[config.mk]
export PLATFORM = sky130hd
export DESIGN_NAME = add_sub_main
export DESIGN_NICKNAME = d
export VERILOG_FILES = /design/src/rtl/fpu_pkg.sv /design/src/rtl/lzc24.sv /design/src/rtl/add_sub_main.sv
export SDC_FILE = /design/constraint.sdc
export NUM_CORES = 1
export LEC_CHECK = 0
export BUFFER_PORTS_ARGS = -buffer_cell sky130_fd_sc_hd__buf_2
export CORE_AREA = 2 2 144 217
export CTS_CLUSTER_SIZE = 12
export DETAILED_ROUTE_END_ITERATION = 8
export DIE_AREA = 0 0 146 219
export PLACE_DENSITY_LB_ADDON = 0.3
export SETUP_SLACK_MARGIN = 0.2
export SLEW_MARGIN = 40
export SYNTH_ARGS = -nofsm -noshare
export SYNTH_HDL_FRONTEND = slang
export SYNTH_HIERARCHICAL = 1
export SYNTH_SLANG_ARGS = --single-unit
[constraint.sdc]
create_clock -name clk -period 24.4 [get_ports clk]
set_clock_uncertainty 0.05 [all_clocks]
set_input_delay 0 -clock clk [delete_from_list [all_inputs] [get_ports clk]]
set_output_delay 0 -clock clk [all_outputs]
set_load 0.005 [all_outputs]
[src/rtl/fpu_pkg.sv]
// -----------------------------------------------------------------------------
// fpu_pkg
// Shared definitions for the binary32 add/subtract datapath.
//   EXP_W / MAN_W / BIAS : IEEE-754 binary32 field widths and exponent bias
//   QNAN / POS_INF / NEG_INF : canonical special encodings
//   fp32_t               : packed {sign, exp, man} view of a binary32 word
//   MANT_EXT_W           : hidden bit + fraction + guard/round/sticky
// -----------------------------------------------------------------------------
package fpu_pkg;

  localparam int EXP_W = 8;
  localparam int MAN_W = 23;
  localparam int BIAS  = 127;

  // Hidden bit, fraction and three rounding bits (guard, round, sticky).
  localparam int MANT_EXT_W = MAN_W + 4;

  // All-ones exponent marks Inf/NaN.
  localparam logic [EXP_W-1:0] EXP_MAX = EXP_W'(2 * BIAS + 1);

  localparam logic [31:0] QNAN    = 32'h7FC0_0000;
  localparam logic [31:0] POS_INF = 32'h7F80_0000;
  localparam logic [31:0] NEG_INF = 32'hFF80_0000;

  typedef struct packed {
    logic             sign;
    logic [EXP_W-1:0] exp;
    logic [MAN_W-1:0] man;
  } fp32_t;

  function automatic logic fp_is_nan(input fp32_t x);
    return (x.exp == EXP_MAX) && (x.man != '0);
  endfunction

  function automatic logic fp_is_inf(input fp32_t x);
    return (x.exp == EXP_MAX) && (x.man == '0);
  endfunction

endpackage

[src/rtl/lzc24.sv]
// -----------------------------------------------------------------------------
// lzc24
// Leading-zero counter for the 24-bit significand extended with guard/round/
// sticky (27 bits total). Purely combinational.
//   i_vec : 27-bit vector, MSB is the hidden-bit position
//   o_cnt : number of leading zeros, 0..27 (27 when i_vec is all zero)
// -----------------------------------------------------------------------------
module lzc24
  import fpu_pkg::*;
(
  input  logic [MANT_EXT_W-1:0] i_vec,
  output logic [4:0]            o_cnt
);

  // Scan from LSB upward so the highest set bit is the last one to win.
  always_comb begin
    o_cnt = 5'(MANT_EXT_W);
    for (int i = 0; i < MANT_EXT_W; i++) begin
      if (i_vec[i]) begin
        o_cnt = 5'(MANT_EXT_W - 1 - i);
      end
    end
  end

endmodule

[src/rtl/add_sub_main.sv]
// -----------------------------------------------------------------------------
// add_sub_main
// Single-cycle IEEE-754 binary32 adder/subtractor with one output register.
// Round to nearest, ties to even; full denormal support; canonical qNaN.
//   clk              : clock, rising edge
//   arst_n           : synchronous reset, active HIGH (loads R with +0)
//   a, b             : binary32 operands
//   operation_select : 0 = a + b, 1 = a - b
//   R                : registered result, valid one edge after the inputs
// There is no handshake: every cycle's inputs produce a result on the next
// edge; there is no valid/ready pair and no back-pressure.
// -----------------------------------------------------------------------------
module add_sub_main
  import fpu_pkg::*;
(
  input  logic        clk,
  input  logic        arst_n,
  input  logic [31:0] a,
  input  logic [31:0] b,
  input  logic        operation_select,
  output logic [31:0] R
);

  // ---------------------------------------------------------------- unpack
  fp32_t w_a;
  fp32_t w_b;  // b with the effective (post-subtract) sign

  assign w_a = a;
  assign w_b = {b[31] ^ operation_select, b[30:0]};

  logic w_a_nan, w_b_nan, w_a_inf, w_b_inf;
  assign w_a_nan = fp_is_nan(w_a);
  assign w_b_nan = fp_is_nan(w_b);
  assign w_a_inf = fp_is_inf(w_a);
  assign w_b_inf = fp_is_inf(w_b);

  // --------------------------------------------------- order by magnitude
  // Comparing the raw {exp, man} bits orders finite magnitudes correctly,
  // denormals included. Ties keep a as the larger operand.
  logic  w_swap;
  fp32_t w_l;
  fp32_t w_s;

  assign w_swap = (w_b[30:0] > w_a[30:0]);
  assign w_l    = w_swap ? w_b : w_a;
  assign w_s    = w_swap ? w_a : w_b;

  // Exponent 0 behaves as exponent 1 with a hidden bit of 0.
  logic [EXP_W-1:0] w_l_exp;
  logic [EXP_W-1:0] w_s_exp;
  logic [MAN_W:0]   w_l_mant;
  logic [MAN_W:0]   w_s_mant;

  assign w_l_exp  = (w_l.exp == '0) ? EXP_W'(1) : w_l.exp;
  assign w_s_exp  = (w_s.exp == '0) ? EXP_W'(1) : w_s.exp;
  assign w_l_mant = {(w_l.exp != '0), w_l.man};
  assign w_s_mant = {(w_s.exp != '0), w_s.man};

  // ----------------------------------------------------------------- align
  // Shifting by 27 already pushes every significand bit into the sticky
  // region, so larger distances are clamped to 27.
  logic [EXP_W-1:0]        w_exp_diff;
  logic [4:0]              w_shamt;
  logic [2*MANT_EXT_W-1:0] w_s_wide;
  logic [MANT_EXT_W-1:0]   w_s_aligned;
  logic [MANT_EXT_W-1:0]   w_l_ext;

  assign w_exp_diff = w_l_exp - w_s_exp;
  assign w_shamt    = (w_exp_diff > EXP_W'(27)) ? 5'd27 : w_exp_diff[4:0];
  assign w_s_wide   = {w_s_mant, 3'b000, {MANT_EXT_W{1'b0}}} >> w_shamt;

  // Upper half is the aligned value; anything in the lower half folds into
  // the sticky (LSB) position.
  assign w_s_aligned = {w_s_wide[2*MANT_EXT_W-1:MANT_EXT_W+1],
                        w_s_wide[MANT_EXT_W] | (|w_s_wide[MANT_EXT_W-1:0])};
  assign w_l_ext     = {w_l_mant, 3'b000};

  // --------------------------------------------------------- add/subtract
  // The larger magnitude is always the minuend, so the difference is never
  // negative and the result takes the sign of the larger operand.
  logic                w_eff_sub;
  logic [MANT_EXT_W:0] w_sum;

  assign w_eff_sub = w_l.sign ^ w_s.sign;
  assign w_sum     = w_eff_sub ? ({1'b0, w_l_ext} - {1'b0, w_s_aligned})
                               : ({1'b0, w_l_ext} + {1'b0, w_s_aligned});

  // ------------------------------------------------------------- normalize
  logic [4:0]            w_lz;
  logic [EXP_W-1:0]      w_max_shift;
  logic [4:0]            w_norm_shift;
  logic [MANT_EXT_W-1:0] w_norm;
  logic [EXP_W:0]        w_exp_norm;

  lzc24 u_lzc (
    .i_vec (w_sum[MANT_EXT_W-1:0]),
    .o_cnt (w_lz)
  );

  // Left shifts stop once the exponent reaches 1; whatever is left is a
  // denormal (gradual underflow).
  assign w_max_shift  = w_l_exp - EXP_W'(1);
  assign w_norm_shift = ({3'b000, w_lz} <= w_max_shift) ? w_lz : w_max_shift[4:0];

  always_comb begin
    w_norm     = '0;
    w_exp_norm = '0;
    if (w_sum[MANT_EXT_W]) begin
      // Carry out: shift right one place, keeping the dropped bit as sticky.
      w_norm     = {w_sum[MANT_EXT_W:2], w_sum[1] | w_sum[0]};
      w_exp_norm = {1'b0, w_l_exp} + (EXP_W+1)'(1);
    end else begin
      w_norm     = w_sum[MANT_EXT_W-1:0] << w_norm_shift;
      w_exp_norm = {1'b0, w_l_exp} - {4'b0000, w_norm_shift};
    end
  end

  // A cleared hidden bit after the clamped shift means a denormal, which is
  // encoded with exponent field 0 (same scale as exponent 1).
  logic [EXP_W-1:0] w_exp_field;
  assign w_exp_field = w_norm[MANT_EXT_W-1] ? w_exp_norm[EXP_W-1:0] : '0;

  // ----------------------------------------------------------------- round
  // Nearest-even. Incrementing {exp, fraction} as one number lets a fraction
  // overflow bump the exponent: denormal -> normal and max finite -> Inf.
  logic        w_lsb, w_guard, w_sticky, w_round_up;
  logic [30:0] w_rounded;

  assign w_lsb      = w_norm[3];
  assign w_guard    = w_norm[2];
  assign w_sticky   = w_norm[1] | w_norm[0];
  assign w_round_up = w_guard & (w_sticky | w_lsb);
  assign w_rounded  = {w_exp_field, w_norm[MANT_EXT_W-2:3]} + {30'b0, w_round_up};

  // ---------------------------------------------------------- result select
  logic [31:0] w_result;

  always_comb begin
    w_result = '0;
    if (w_a_nan || w_b_nan) begin
      w_result = QNAN;
    end else if (w_a_inf && w_b_inf && (w_a.sign != w_b.sign)) begin
      w_result = QNAN;
    end else if (w_a_inf) begin
      w_result = w_a.sign ? NEG_INF : POS_INF;
    end else if (w_b_inf) begin
      w_result = w_b.sign ? NEG_INF : POS_INF;
    end else if (w_sum == '0) begin
      // Exact zero: -0 only when both effective signs are negative.
      w_result = {w_a.sign & w_b.sign, 31'b0};
    end else if (w_exp_norm >= {1'b0, EXP_MAX}) begin
      w_result = w_l.sign ? NEG_INF : POS_INF;
    end else begin
      w_result = {w_l.sign, w_rounded};
    end
  end

  // ------------------------------------------------------- output register
  logic [31:0] r_result;

  always_ff @(posedge clk) begin
    if (arst_n) begin
      r_result <= '0;
    end else begin
      r_result <= w_result;
    end
  end

  assign R = r_result;

endmodule

# [After elaboration in Yosys (flattened, before gate mapping)]
# Cells that the tools add are included.
[classes] bitwise_logic=8 magnitude_cmp=4 n_reduce_logical=18 addsub=7 n_mux=46 shift=2 n_eq_ne=3
[op_table] op="$mux 32" count=9
[op_table] op="$mux 5" count=18
[op_table] op="$mux 31" count=2
[op_table] op="$shr 54x5->54" count=1
[op_table] op="$logic_not 23->1" count=2
[op_table] op="$reduce_bool 23->1" count=2
[op_table] op="$mux 4" count=8
[op_table] op="$add 31x1->31" count=1
[op_table] op="$gt 31x31->1" count=1
[op_table] op="$add 27x27->28" count=1
[op_table] op="$logic_not 28->1" count=1
[op_table] op="$mux 28" count=1
[op_table] op="$sub 27x27->28" count=1
[op_table] op="$mux 27" count=1
[op_table] op="$reduce_or 27->1" count=1
[op_table] op="$shl 27x5->27" count=1
[op_table] op="$mux 8" count=3
[op_table] op="$eq 8x8->1 const B" count=2
[op_table] op="$logic_not 8->1" count=2
[op_table] op="$reduce_bool 8->1" count=2
[op_table] op="$add 8x1->9 const B" count=1
[op_table] op="$ge 9x8->1 const B" count=1
[op_table] op="$mux 9" count=1
[op_table] op="$sub 8x5->9" count=1
[op_table] op="other kinds (13)" count=24
[word_totals] in_bits=67 out_inout_bits=32 word_cells=90 reg_bits=32

# [Longest topological paths before layout]
[depth] depth_word=53 mapped_depth=82 mapped_depth_nobuf=72

# [Hierarchy]
# Netlist, hierarchy kept.
[by_module_without_submodules] mod="add_sub_main" instances=1 cells_each=1960 seq_area_each_um2=640.6 area_per_inst_um2=13087.6
[by_module_without_submodules] mod="lzc24" instances=1 cells_each=51 seq_area_each_um2=0.0 area_per_inst_um2=277.8

# [Worst setup path after synthesis]
# Ideal clock, no wire load.
[synth_timing] kind="input to register" from="input a[27]" to="register r_result[9] (netlist: R[9])" slack_ns=9.816 path_stages=79 required_ns=24.272 setup_time_ns=0.078 arrival_ns=14.456 path_cell_list="buf_4 > inv_1 > ha_1 > nand4_1 > or4_4 > or3_4 > o31ai_4 > a21o_4 > buf_6 > buf_2 > buf_2 > buf_1 > nand2_1 > o211ai_1 > ha_1 > inv_1 > fa_1 > nand3_1 > [43 not listed] > clkbuf_1 > buf_1 > clkbuf_1 > ha_1 > and2_1 > fa_1 > a21o_1 > a21o_1 > a31oi_1 > o21ai_0 > a21o_1 > a21oi_1 > xnor2_1 > a21o_1 > nor4_1 > nand3_1 > buf_2 > nor3_1"
[synth_lines] element="start, declared" line="add_sub_main.sv:18" source="input logic [31:0] a,"
[synth_lines] element="$gt 31x31->1" line="add_sub_main.sv:44" source="assign w_swap = (w_b[30:0] > w_a[30:0]);"
[synth_lines] element="$mux 32, on equally long branches" line="add_sub_main.sv:45, add_sub_main.sv:46"
[synth_lines] element="$logic_not 8->1, on equally long branches" line="add_sub_main.sv:54, add_sub_main.sv:55"
[synth_lines] element="$mux 8, on equally long branches" line="add_sub_main.sv:54, add_sub_main.sv:55"
[synth_lines] element="$sub 8x8->8" line="add_sub_main.sv:68" source="assign w_exp_diff = w_l_exp - w_s_exp;"
[synth_lines] element="$gt 8x5->1" line="add_sub_main.sv:69" source="assign w_shamt = (w_exp_diff > EXP_W'(27)) ? 5'd27 : w_exp_diff[4:0];"
[synth_lines] element="$mux 5" line="add_sub_main.sv:69"
[synth_lines] element="$shr 54x5->54" line="add_sub_main.sv:70" source="assign w_s_wide = {w_s_mant, 3'b000, {MANT_EXT_W{1'b0}}} >> w_shamt;"
[synth_lines] element="[4 not listed]"
[synth_lines] element="net w_sum[25]" line="add_sub_main.sv:82" source="logic [MANT_EXT_W:0] w_sum;"
[synth_lines] element="[2 not listed]"
[synth_lines] element="net w_lz[1]" line="add_sub_main.sv:89" source="logic [4:0] w_lz;"
[synth_lines] element="[4 not listed]"
[synth_lines] element="$or 1x1->1" line="add_sub_main.sv:131" source="assign w_sticky = w_norm[1] | w_norm[0];"
[synth_lines] element="$or 1x1->1" line="add_sub_main.sv:132" source="assign w_round_up = w_guard & (w_sticky | w_lsb);"
[synth_lines] element="$and 1x1->1" line="add_sub_main.sv:132"
[synth_lines] element="$add 31x1->31" line="add_sub_main.sv:133" source="assign w_rounded = {w_exp_field, w_norm[MANT_EXT_W-2:3]} + {30'b0, w_round_up};"
[synth_lines] element="$mux 32 (*)" line="add_sub_main.sv:151" source="end else if (w_exp_norm >= {1'b0, EXP_MAX}) begin"
[synth_lines] element="$mux 32 (*)" line="add_sub_main.sv:148" source="end else if (w_sum == '0) begin"
[synth_lines] element="$mux 32 (*)" line="add_sub_main.sv:146" source="end else if (w_b_inf) begin"
[synth_lines] element="$mux 32 (*)" line="add_sub_main.sv:144" source="end else if (w_a_inf) begin"
[synth_lines] element="end signal, assigned" line="add_sub_main.sv:165" source="r_result <= w_result;"
[synth_lines] element="end, declared" line="add_sub_main.sv:159" source="logic [31:0] r_result;"
# Mark *: on every way through the listed nets, which the timed path passes. The rest lies on a longest branch.
# A chain may end at the register's enable or synchronous reset.

# [Final worst setup path]
[layout_timing] from="input a[28]" to="register r_result[15] (netlist: R[15])"
[layout_lines] element="$gt 31x31->1" line="add_sub_main.sv:44"
[layout_lines] element="$mux 32, on equally long branches" line="add_sub_main.sv:45, add_sub_main.sv:46"
[layout_lines] element="$logic_not 8->1, on equally long branches" line="add_sub_main.sv:54, add_sub_main.sv:55"
[layout_lines] element="$mux 8, on equally long branches" line="add_sub_main.sv:54, add_sub_main.sv:55"
[layout_lines] element="$sub 8x8->8" line="add_sub_main.sv:68"
[layout_lines] element="$gt 8x5->1" line="add_sub_main.sv:69"
[layout_lines] element="$mux 5" line="add_sub_main.sv:69"
[layout_lines] element="$shr 54x5->54" line="add_sub_main.sv:70"
[layout_lines] element="[4 not listed]"
[layout_lines] element="net w_sum[23]" line="add_sub_main.sv:82"
[layout_lines] element="[4 not listed]"
[layout_lines] element="net w_lz[1]" line="add_sub_main.sv:89"
[layout_lines] element="[4 not listed]"
[layout_lines] element="$or 1x1->1" line="add_sub_main.sv:131"
[layout_lines] element="$or 1x1->1" line="add_sub_main.sv:132"
[layout_lines] element="$and 1x1->1" line="add_sub_main.sv:132"
[layout_lines] element="$add 31x1->31" line="add_sub_main.sv:133"
[layout_lines] element="$mux 32 (*)" line="add_sub_main.sv:151"
[layout_lines] element="$mux 32 (*)" line="add_sub_main.sv:148"
[layout_lines] element="$mux 32 (*)" line="add_sub_main.sv:146"
[layout_lines] element="$mux 32 (*)" line="add_sub_main.sv:144"
# Marks and branches as above.

==> impl_results.md <==
- Netlist cell types: ~120
- Clock slew at reported path FFs: 60 ps
- CP startpoint kind: primary input
- Final setup violation count: 0
- Worst Path Max Fanout: 48
- PostCTS Resize Cnt: 0
- FFs w/ async S/R, synth: 0%
- First-pass iteration count of the detailed router: 6
- Fin crit share: 74.1%
- Vias/cell: between 6 and 7
- Layout net count: about 2,200
- Vias: between 15,000 and 20,000
- Sequential cell area fraction in the yosys report: roughly 4.8%
- Initial Util: about 44%
- Worst-Margin Slew: between 900 and 1000 ps
- CORE AREA: ~30,000 sq um
- Avg WL per Cell: between 20 and 30 um
- Final ANT Viol Nets: 0
- Cell Area, Synth: between 10,000 and 15,000 sq um
- Placer Congestion: 1.09
- DIE AREA: between 30,000 and 40,000 sq um
- Antenna violations before repair: 1
- Critical Path End Type: flop
- Crit path arrival time: ~18,000 ps
- # Max-Cap Violations: 0
- Synth area leaders: ha_1 (9.7%), nand2_1 (5.7%), nor2_1 (5.6%), a21oi_1 (5.6%), a211oi_1 (4.9%)
- Min Tclk post-route: approximately 18,000 ps
- Worst path buffer plus inverter count: 8
- Row cnt: between 70 and 80
- Area leader, netlist: ha_1
- Critical Path RT: approximately 25,000 ps
- Mean Syn Cell Area: roughly 6.6 sq um
- Worst Hold Class: in -> reg
- Filler instances: 3,174
- CTS Root Cell: clkbuf_16
- VDD IR max: between 30 and 40 uV
- CP top delay family: compound AO/OA/AOI/OAI gates
- Chip width: around 150 um
- GR Util All Layers: roughly 43%
- Hold Path Stages: 3
- Number of synthesized flops with an enable pin: 0
- Final Hold Viols: 0
- Post-synth top area share: roughly a tenth
- RSZ-0062 raised after global routing: false
- Die height: roughly 220 um
- Clk buf depth: 2
- Total leakage power: around 6 nW
- Slowest-stage cell, CP: a21oi_1
- Num CTS Buffers: 5
- Vias in the first global route: 16,886
- Count of buffers from port buffering: just under 100
- Total clock sinks: 32
- Boundary Pins: 99
- Max_slew headroom: roughly a third
- Crit-path most repeated cell: a21oi_1
- Global-route wire length before repair: between 100,000 and 150,000 um
- Initial DRC Count: roughly 1,600
- Pins Over Slew Limit: 0
- Post-CTS Setup Bufs: 0
- Setup tns final: 0 ps
- Synth Instances: roughly 2,000
- Yosys warning count: 6
- CP Depth: 64
- Pin count of the biggest net entering global routing: 59
- Utilization after layout: ~48%
- PD cells: about 100 nW/um^2
- Clock H-tree levels: 2
- Max reg flops: 32
- Seq cells post-synth: 32
- Fmax: around 55 MHz
- Drt drc: 0
- WS Path Type: in -> reg
- HPWL Detailed: 55,400 um
- Top_reg_cell synth: dfxtp_1
- Area delta synth->final: 8.53%
- Layout cells sized above 1: 13.4%
- Syn Nets: between 2,000 and 2,500
- CTS tree: done
- Crit path largest cell delay: 770 ps
- Hold Buf Count CTS: 1
- Status: complete, no violations
- Final WL: about 70,000 um
- GRT Residual Overflow: 0
worst paths after layout:
check / startpoint / slack, ps / to
worst max-delay path: a[28] / 6320 / R[15]
worst min-delay path: a[31] / 80 / R[31]
cells in the mapped netlist, types with 22 or more instances:
| library cell | n |
|---|---|
| and2_1 | 23 |
| nand3_1 | 58 |
| o211ai_1 | 33 |
| and3_1 | 22 |
| inv_1 | 120 |
| nand4_1 | 33 |
| a21o_1 | 30 |
| xor2_1 | 27 |
| ha_1 | 104 |
| buf_2 | 25 |
| a31oi_1 | 31 |
| nor3_1 | 58 |
| a21oi_1 | 149 |
| mux2i_1 | 42 |
| dfxtp_1 | 32 |
| a211oi_1 | 88 |
| o21ai_0 | 110 |
| nor2_1 | 199 |
| clkbuf_1 | 74 |
| o22ai_1 | 24 |
| a22oi_1 | 26 |
| xnor2_1 | 36 |
| nand2_1 | 202 |
| nor4_1 | 42 |
worst min-delay path: stages:
cell and delay, ps:
buf_2 170, a21oi_1 110, nor3_2 100
kinds of logic (layout without fill, tap and decap cells):
family	Yosys count	count (layout)	synth area share, %
buf+inv	243	277	7.56
flops	32	32	4.79
xor+xnor	64	64	4.25
simple gates	753	753	28.2
other cells	0	1	0
compound gates	754	754	40.4
mux	58	58	4.62
fa+ha+maj	107	107	10.2
placed cells by master, fill, tap and decap left out, types with 16 or more instances in the layout:
master / synthesis / routed
inv_1: 120 / 120
a21oi_1: 149 / 149
o31ai_1: 19 / 18
nor4_1: 42 / 40
nand2_1: 202 / 202
a22oi_1: 26 / 26
a31oi_1: 31 / 31
o21ai_1: 21 / 32
o211ai_1: 33 / 33
nand4_1: 33 / 33
mux2i_1: 42 / 40
dfxtp_1: 32 / 32
xor2_1: 27 / 26
nor3_1: 58 / 57
and2_1: 23 / 23
ha_1: 104 / 104
o21ai_0: 110 / 96
nor2_1: 199 / 199
xnor2_1: 36 / 33
nand3_1: 58 / 57
a211oi_1: 88 / 86
and3_1: 22 / 22
buf_4: 6 / 43
nand2b_1: 19 / 19
a21o_1: 30 / 30
o22ai_1: 24 / 24
o21a_1: 16 / 16
buf_2: 25 / 99
o21bai_1: 18 / 18
power breakdown:
part	switching [mW]	internal (mW)
Sequential	0.00408	0.0715
Combinational	0.886	0.420
Clock	0.0253	0.0538
area by class of cell:
cell class	instances	area, sq um	share of cell area, %
antenna	1	2.50	0.0173
clock buffer	7	153	1.05
clock inverter	1	30.0	0.207
inverter	123	462	3.18
multi-input combinational	1736	11800	81.6
sequential	32	641	4.42
tap	400	500	3.45
timing repair buffer	146	875	6.03
routing by layer:
layer,part of all wire [%],GRT usage (%)
met5,0.016,0
met4,13,46.3
met3,7.4,9.40
met2,48,75.3
met1,32,39.3
per-stage QoR:
step / cells / hold WS, ps / power [mW] / cell area [sq um] / worst slack [ps]
finish: 2446 / 83.5 / 1.46 / 14500 / 6320
global route: 2445 / 123 / 1.54 / 14500 / 5090
CTS: 2444 / 83.2 / 1.39 / 14500 / 6770
detailed placement: 2435 / 224 / 1.31 / 14300 / 6500
global placement: 2432 / 197 / 1.30 / 14200 / 6690
floorplan: 2011 / 19.7 / 0.919 / 13400 / 9820
(Power assumes the default switching activity.)
